==> config.mk <==
export PLATFORM = sky130hd
export DESIGN_NAME = mem_align_unit
export DESIGN_NICKNAME = d
export VERILOG_FILES = /design/src/rtl/mem_align_unit_pkg.sv /design/src/rtl/mem_lane_shift.sv /design/src/rtl/mem_align_unit.sv
export SDC_FILE = /design/constraint.sdc
export NUM_CORES = 1
export LEC_CHECK = 0
export ABC_AREA = 1
export BUFFER_PORTS_ARGS = -buffer_cell sky130_fd_sc_hd__buf_2
export CAP_MARGIN = 20
export CORE_MARGIN = 2
export CORE_UTILIZATION = 62
export CTS_CLUSTER_SIZE = 20
export DETAILED_ROUTE_END_ITERATION = 16
export PLACE_DENSITY = 0.88
export SLEW_MARGIN = 20
export SYNTH_ARGS = -nofsm -noshare
export SYNTH_HDL_FRONTEND = slang
export SYNTH_HIERARCHICAL = 1
export SYNTH_SLANG_ARGS = --single-unit
==> constraint.sdc <==
create_clock -name clk -period 4.55 [get_ports clk]
set_input_delay 1.365 -clock clk [delete_from_list [all_inputs] [get_ports clk]]
set_output_delay 1.365 -clock clk [all_outputs]
set_load 0.03 [all_outputs]
==> src/rtl/mem_align_unit_pkg.sv <==
// Shared types for the memory alignment unit: LSU op codes, FSM states, op decode helpers.
// No logic or state lives here.
// Imported by the top level, the lane shifter and the bench.
package mem_align_unit_pkg;

   typedef enum logic [2:0] {
      MEM_NO, MEM_B, MEM_H, MEM_W, MEM_D, MEM_UB, MEM_UH, MEM_UW
   } mem_op_enum;

   typedef enum logic [2:0] {
      IDLE, REQ0, WAIT0, REQ1, WAIT1, DONE, ERR
   } align_state_t;

   function automatic logic [3:0] size_of(input mem_op_enum op);
      case (op)
         MEM_B, MEM_UB: size_of = 4'd1;
         MEM_H, MEM_UH: size_of = 4'd2;
         MEM_W, MEM_UW: size_of = 4'd4;
         MEM_D:         size_of = 4'd8;
         default:       size_of = 4'd0;
      endcase
   endfunction

   function automatic logic is_signed_op(input mem_op_enum op);
      is_signed_op = (op == MEM_B) || (op == MEM_H) || (op == MEM_W) || (op == MEM_D);
   endfunction

endpackage

==> src/rtl/mem_lane_shift.sv <==
// Byte-lane steering: wide store mask/data over two bus words, and load merge with extension.
// Latency: purely combinational.
// Backpressure: none; the caller holds inputs stable while a beat is pending.
module mem_lane_shift
   import mem_align_unit_pkg::*;
#(
   parameter int DATA_W = 64
) (
   input  logic [3:0]                     i_size,
   input  logic                           i_signed,
   input  logic [$clog2(DATA_W/8)-1:0]    i_off,
   input  logic [63:0]                    i_wdata,
   input  logic [2*DATA_W-1:0]            i_rdata_wide,
   output logic [2*(DATA_W/8)-1:0]        o_mask_wide,
   output logic [2*DATA_W-1:0]            o_wdata_wide,
   output logic [63:0]                    o_rdata
);

   localparam int BYTES = DATA_W / 8;
   localparam int OFF_W = $clog2(BYTES);

   logic [7:0]       w_size_mask;
   logic [OFF_W+2:0] w_bit_sh;
   logic [63:0]      w_raw;

   always_comb begin
      w_size_mask = 8'h00;
      case (i_size)
         4'd1:    w_size_mask = 8'h01;
         4'd2:    w_size_mask = 8'h03;
         4'd4:    w_size_mask = 8'h0F;
         4'd8:    w_size_mask = 8'hFF;
         default: w_size_mask = 8'h00;
      endcase
   end

   assign w_bit_sh     = {i_off, 3'b000};
   assign o_mask_wide  = {{(2*BYTES-8){1'b0}}, w_size_mask} << i_off;
   assign o_wdata_wide = {{(2*DATA_W-64){1'b0}}, i_wdata} << w_bit_sh;

   // Only the low 64 bits of the merged pair can ever hold the addressed bytes.
   assign w_raw = 64'(i_rdata_wide >> w_bit_sh);

   always_comb begin
      o_rdata = 64'd0;
      case (i_size)
         4'd1:    o_rdata = {{56{i_signed & w_raw[7]}},  w_raw[7:0]};
         4'd2:    o_rdata = {{48{i_signed & w_raw[15]}}, w_raw[15:0]};
         4'd4:    o_rdata = {{32{i_signed & w_raw[31]}}, w_raw[31:0]};
         4'd8:    o_rdata = w_raw;
         default: o_rdata = 64'd0;
      endcase
   end

endmodule

==> src/rtl/mem_align_unit.sv <==
// LSU-to-bus aligner: one or two bus beats per scalar access, split or faulted on word crossing.
// Latency: aligned store rsp T+2, split store T+3, loads T+3/T+5 with 1-cycle rvalid, fault T+1.
// Backpressure: req_ready only in IDLE; beats hold until bus_ready; rsp is a pulse with no stall.
module mem_align_unit
   import mem_align_unit_pkg::*;
#(
   parameter int DATA_W      = 64,
   parameter int ADDR_W      = 64,
   parameter bit MISALIGN_EN = 1'b1
) (
   input  logic                   clk,
   input  logic                   rstn,
   input  logic                   req_valid,
   output logic                   req_ready,
   input  logic [ADDR_W-1:0]      req_addr,
   input  mem_op_enum             req_op,
   input  logic                   req_we,
   input  logic [63:0]            req_wdata,
   output logic                   rsp_valid,
   output logic [63:0]            rsp_rdata,
   output logic                   rsp_fault,
   output logic                   bus_valid,
   input  logic                   bus_ready,
   output logic [ADDR_W-1:0]      bus_addr,
   output logic                   bus_we,
   output logic [DATA_W-1:0]      bus_wdata,
   output logic [DATA_W/8-1:0]    bus_wmask,
   input  logic                   bus_rvalid,
   input  logic [DATA_W-1:0]      bus_rdata
);

   localparam int                BYTES       = DATA_W / 8;
   localparam int                OFF_W       = $clog2(BYTES);
   localparam logic [7:0]        BYTES_8     = 8'(BYTES);
   localparam logic [ADDR_W-1:0] BEAT_STRIDE = ADDR_W'(BYTES);

   align_state_t      r_state;
   logic [ADDR_W-1:0] r_addr;
   mem_op_enum        r_op;
   logic              r_we;
   logic [63:0]       r_wdata;
   logic              r_cross;
   logic              r_misal;
   logic [DATA_W-1:0] r_rdata0;
   logic [DATA_W-1:0] r_rdata1;

   logic [3:0]          w_req_size;
   logic [OFF_W-1:0]    w_req_off;
   logic                w_req_cross;
   logic                w_req_misal;
   logic                w_req_err;
   logic                w_beat1;
   logic [ADDR_W-1:0]   w_base_addr;
   logic [2*BYTES-1:0]  w_mask_wide;
   logic [2*DATA_W-1:0] w_wdata_wide;
   logic [63:0]         w_load_data;

   // Request decode happens before capture so the FSM knows fault/split at accept time.
   assign w_req_size  = size_of(req_op);
   assign w_req_off   = req_addr[OFF_W-1:0];
   assign w_req_cross = (8'(w_req_off) + 8'(w_req_size)) > BYTES_8;

   always_comb begin
      w_req_misal = 1'b0;
      case (w_req_size)
         4'd2:    w_req_misal = req_addr[0];
         4'd4:    w_req_misal = |req_addr[1:0];
         4'd8:    w_req_misal = |req_addr[2:0];
         default: w_req_misal = 1'b0;
      endcase
   end

   assign w_req_err = (req_op == MEM_NO) || (w_req_misal && !MISALIGN_EN);

   always_ff @(posedge clk or negedge rstn) begin
      if (!rstn) begin
         r_state  <= IDLE;
         r_addr   <= '0;
         r_op     <= MEM_NO;
         r_we     <= 1'b0;
         r_wdata  <= 64'd0;
         r_cross  <= 1'b0;
         r_misal  <= 1'b0;
         r_rdata0 <= '0;
         r_rdata1 <= '0;
      end else begin
         case (r_state)
            IDLE: begin
               if (req_valid) begin
                  r_addr   <= req_addr;
                  r_op     <= req_op;
                  r_we     <= req_we;
                  r_wdata  <= req_wdata;
                  r_cross  <= w_req_cross;
                  r_misal  <= w_req_misal;
                  r_rdata0 <= '0;
                  r_rdata1 <= '0;
                  if (w_req_err) r_state <= ERR;
                  else           r_state <= REQ0;
               end
            end
            REQ0: begin
               if (bus_ready) begin
                  if (!r_we)        r_state <= WAIT0;
                  else if (r_cross) r_state <= REQ1;
                  else              r_state <= DONE;
               end
            end
            WAIT0: begin
               if (bus_rvalid) begin
                  r_rdata0 <= bus_rdata;
                  if (r_cross) r_state <= REQ1;
                  else         r_state <= DONE;
               end
            end
            REQ1: begin
               if (bus_ready) begin
                  if (r_we) r_state <= DONE;
                  else      r_state <= WAIT1;
               end
            end
            WAIT1: begin
               if (bus_rvalid) begin
                  r_rdata1 <= bus_rdata;
                  r_state  <= DONE;
               end
            end
            default: r_state <= IDLE;
         endcase
      end
   end

   mem_lane_shift #(.DATA_W(DATA_W)) u_lane_shift (
      .i_size       (size_of(r_op)),
      .i_signed     (is_signed_op(r_op)),
      .i_off        (r_addr[OFF_W-1:0]),
      .i_wdata      (r_wdata),
      .i_rdata_wide ({r_rdata1, r_rdata0}),
      .o_mask_wide  (w_mask_wide),
      .o_wdata_wide (w_wdata_wide),
      .o_rdata      (w_load_data)
   );

   // All bus outputs decode from registered state, so an async reset clears them at once.
   assign req_ready   = (r_state == IDLE);
   assign bus_valid   = (r_state == REQ0) || (r_state == REQ1);
   assign w_beat1     = (r_state == REQ1);
   assign w_base_addr = {r_addr[ADDR_W-1:OFF_W], {OFF_W{1'b0}}};
   assign bus_addr    = w_beat1 ? (w_base_addr + BEAT_STRIDE) : w_base_addr;
   assign bus_we      = bus_valid & r_we;
   assign bus_wdata   = !bus_we ? '0 :
                        w_beat1 ? w_wdata_wide[2*DATA_W-1:DATA_W] : w_wdata_wide[DATA_W-1:0];
   assign bus_wmask   = !bus_we ? '0 :
                        w_beat1 ? w_mask_wide[2*BYTES-1:BYTES] : w_mask_wide[BYTES-1:0];

   assign rsp_valid = (r_state == DONE) || (r_state == ERR);
   assign rsp_fault = (r_state == ERR) && r_misal;
   assign rsp_rdata = ((r_state == DONE) && !r_we) ? w_load_data : 64'd0;

endmodule

==> summary.txt <==
Vias in the first global route: 20900
Status: completed
Global-route wire length before repair: 113000 um
GRT Residual Overflow: 0
Worst hold-check path type: reg -> reg
CP startpoint kind: register
CTS tree: yes
Rows: 66
Fmax: 225 MHz
Post-route cell area: 23500 um^2
Syn Inst Count: 3476
Final Hold Viols: 0
Number of max-cap violations: 0
Placement-stage cell area: 22400 um^2
Area of the multi-input gates: 11500 um^2
Required time worst endpoint: 3180 ps
Die area: 34700 um^2
H-tree Lvls: 1
Kind of critical path: reg -> out
Remaining DRCs: 0
Die H: 186 um
Overall routing resource usage: 41.9%
DP Wirelength: 53800 um
Fillers: 2912
Slew at the pin with the worst max-slew slack: 1080 ps
Slew Limit Headroom: 28.2%
RSZ-0062 raised after global routing: no
Clock sink count: 257
Worst Path Arrival: 3080 ps
TritonCTS buffer count: 28
Mapped Area: 20600 um^2
Via count: 23900
GP Congestion: 1.02
PwrDens: 733 nW/um^2
Starting Density: 63.1%
Hold buffer count at cts: 0
Clock Path Buffers: 3
IO Pins: 406
Port Buf Inserts: 402
Horiz. Die Dim: 186 um
CP most frequent cell: o21ai_0
WHS: 503 ps
Final period util: 97.7%
Crit path max fanout: 153
CP endpoint kind: output port
Clock root buffer: clkbuf_16
Clock Skew: 11.8 ps
Initial antenna violation count: 13
Syn. warnings: 6
Routed Antenna Nets: 0
CORE AREA: 32600 um^2
Critical-path cell list: buf_16 -> nand2_2 -> o21ai_0 -> nand2_1 -> o21ai_0 -> o21ai_0 -> nor2_1 -> buf_2
Final setup vio count: 0
Clk_lat worst skew: 560 ps
Initial DRT Pass Iterations: 7
Nets: 3944
Setup TNS: 0 ps
DR WL/cell: 17.5 um
Vias per inst: 5.69
DRT iter0 DRCs: 3374
Share of layout cells above drive strength 1: 14.3%
Crit-path max cell delay: 470 ps
Worst vdd ir: 0.545 mV
Layout area overhead: 14.0%
Fin crit period: 4440 ps
Leakage: 12.5 nW
Syn Area/Cell: 5.92 um^2
Slowest CP cell: buf_16
Clk pin slew, worst setup/hold paths: 60 ps
Flip-flop and latch area: 6440 um^2
Overall power: 17.2 mW
Final core utilization: 72.0%
Fin. max-slew vios: 0
DRT Wirelength: 73600 um
Largest net degree at the start of global routing: 160
-- layer usage --
metal,part of all wire [%],global-route usage [%]
met1,39,58.0
met2,41,61.5
met3,15,12.1
met4,4.7,17.5
met5,0.072,0
-- power breakdown --
group | internal [mW] | leakage [nW] | total, mW | switching (mW)
clock network | 1.46 | 0.482 | 2.45 | 0.989
logic | 2.81 | 8.65 | 10.3 | 7.46
registers | 3.28 | 3.34 | 4.48 | 1.20
total | 7.55 | 12.5 | 17.2 | 9.65
-- state kept, by name, indices dropped and copies added (netlist names) --
signal	flops
r_cross	1
r_state	3
r_wdata	64
r_rdata0	64
r_we	1
r_op	3
r_rdata1	56
r_misal	1
r_addr	64
-- cell type report --
type,count,share of cell area (%)
clock buffer,40,3.56
antenna,10,0.107
tap,442,2.35
timing repair buffer,440,10.3
multi-input combinational,2595,49.1
sequential,257,27.4
inverter,404,6.52
clock inverter,12,0.682
-- critical path: cells and delay by family, from the launching register on --
kind	cells	cell delay (ps)
buf+inv	2	740
simple gates	3	720
flops	1	450
compound gates	3	600
-- placed cells by master (no fill, tap or decap), types with 6 or more instances in the layout --
master,count
nand2_1,1193
buf_2,400
inv_1,392
nand3_1,377
nor2_1,372
o21ai_0,371
dfrtp_1,253
a21oi_1,73
nor3_1,32
clkbuf_16,29
buf_4,28
o21ai_1,26
nand4_1,20
xnor2_1,20
xor2_1,19
ha_1,16
conb_1,12
diode_2,10
o211ai_1,8
mux2i_1,8
nor2_2,7
clkbuf_8,7
inv_2,6
nor2_4,6
nand3b_1,6
or2_2,6
-- path summary, 6_finish.rpt --
check / depth (start not counted) / slack [ps] / endpoint / from
max in group asynchronous: 2 / 2710 / r_wdata[60] / rstn
setup reg to reg: 6 / 2010 / r_rdata0[4] / r_state[2]
hold / removal: 2 / 500 / r_wdata[8] / r_wdata[8]
min in group asynchronous: 1 / 820 / r_addr[42] / rstn
setup / recovery: 8 / 110 / bus_wdata[53] / r_addr[1]
hold reg to reg: 2 / 500 / r_wdata[8] / r_wdata[8]
-- timing repair --
action                                  CTS  global route
hold endpoints to repair                  0             0
gates resized for setup                   0            19
endpoints found under the setup margin    0            71
setup buffers                             0             0
-- metrics by stage --
stage          setup slack [ps]  std cells
4_1_cts                    58.4       4190
2_1_floorplan               990       3486
5_1_grt                    40.1       4194
3_3_place_gp                650       4138
6_report                    107       4200
3_5_place_dp                651       4138
Note: power is estimated with default switching activity, not from simulation.
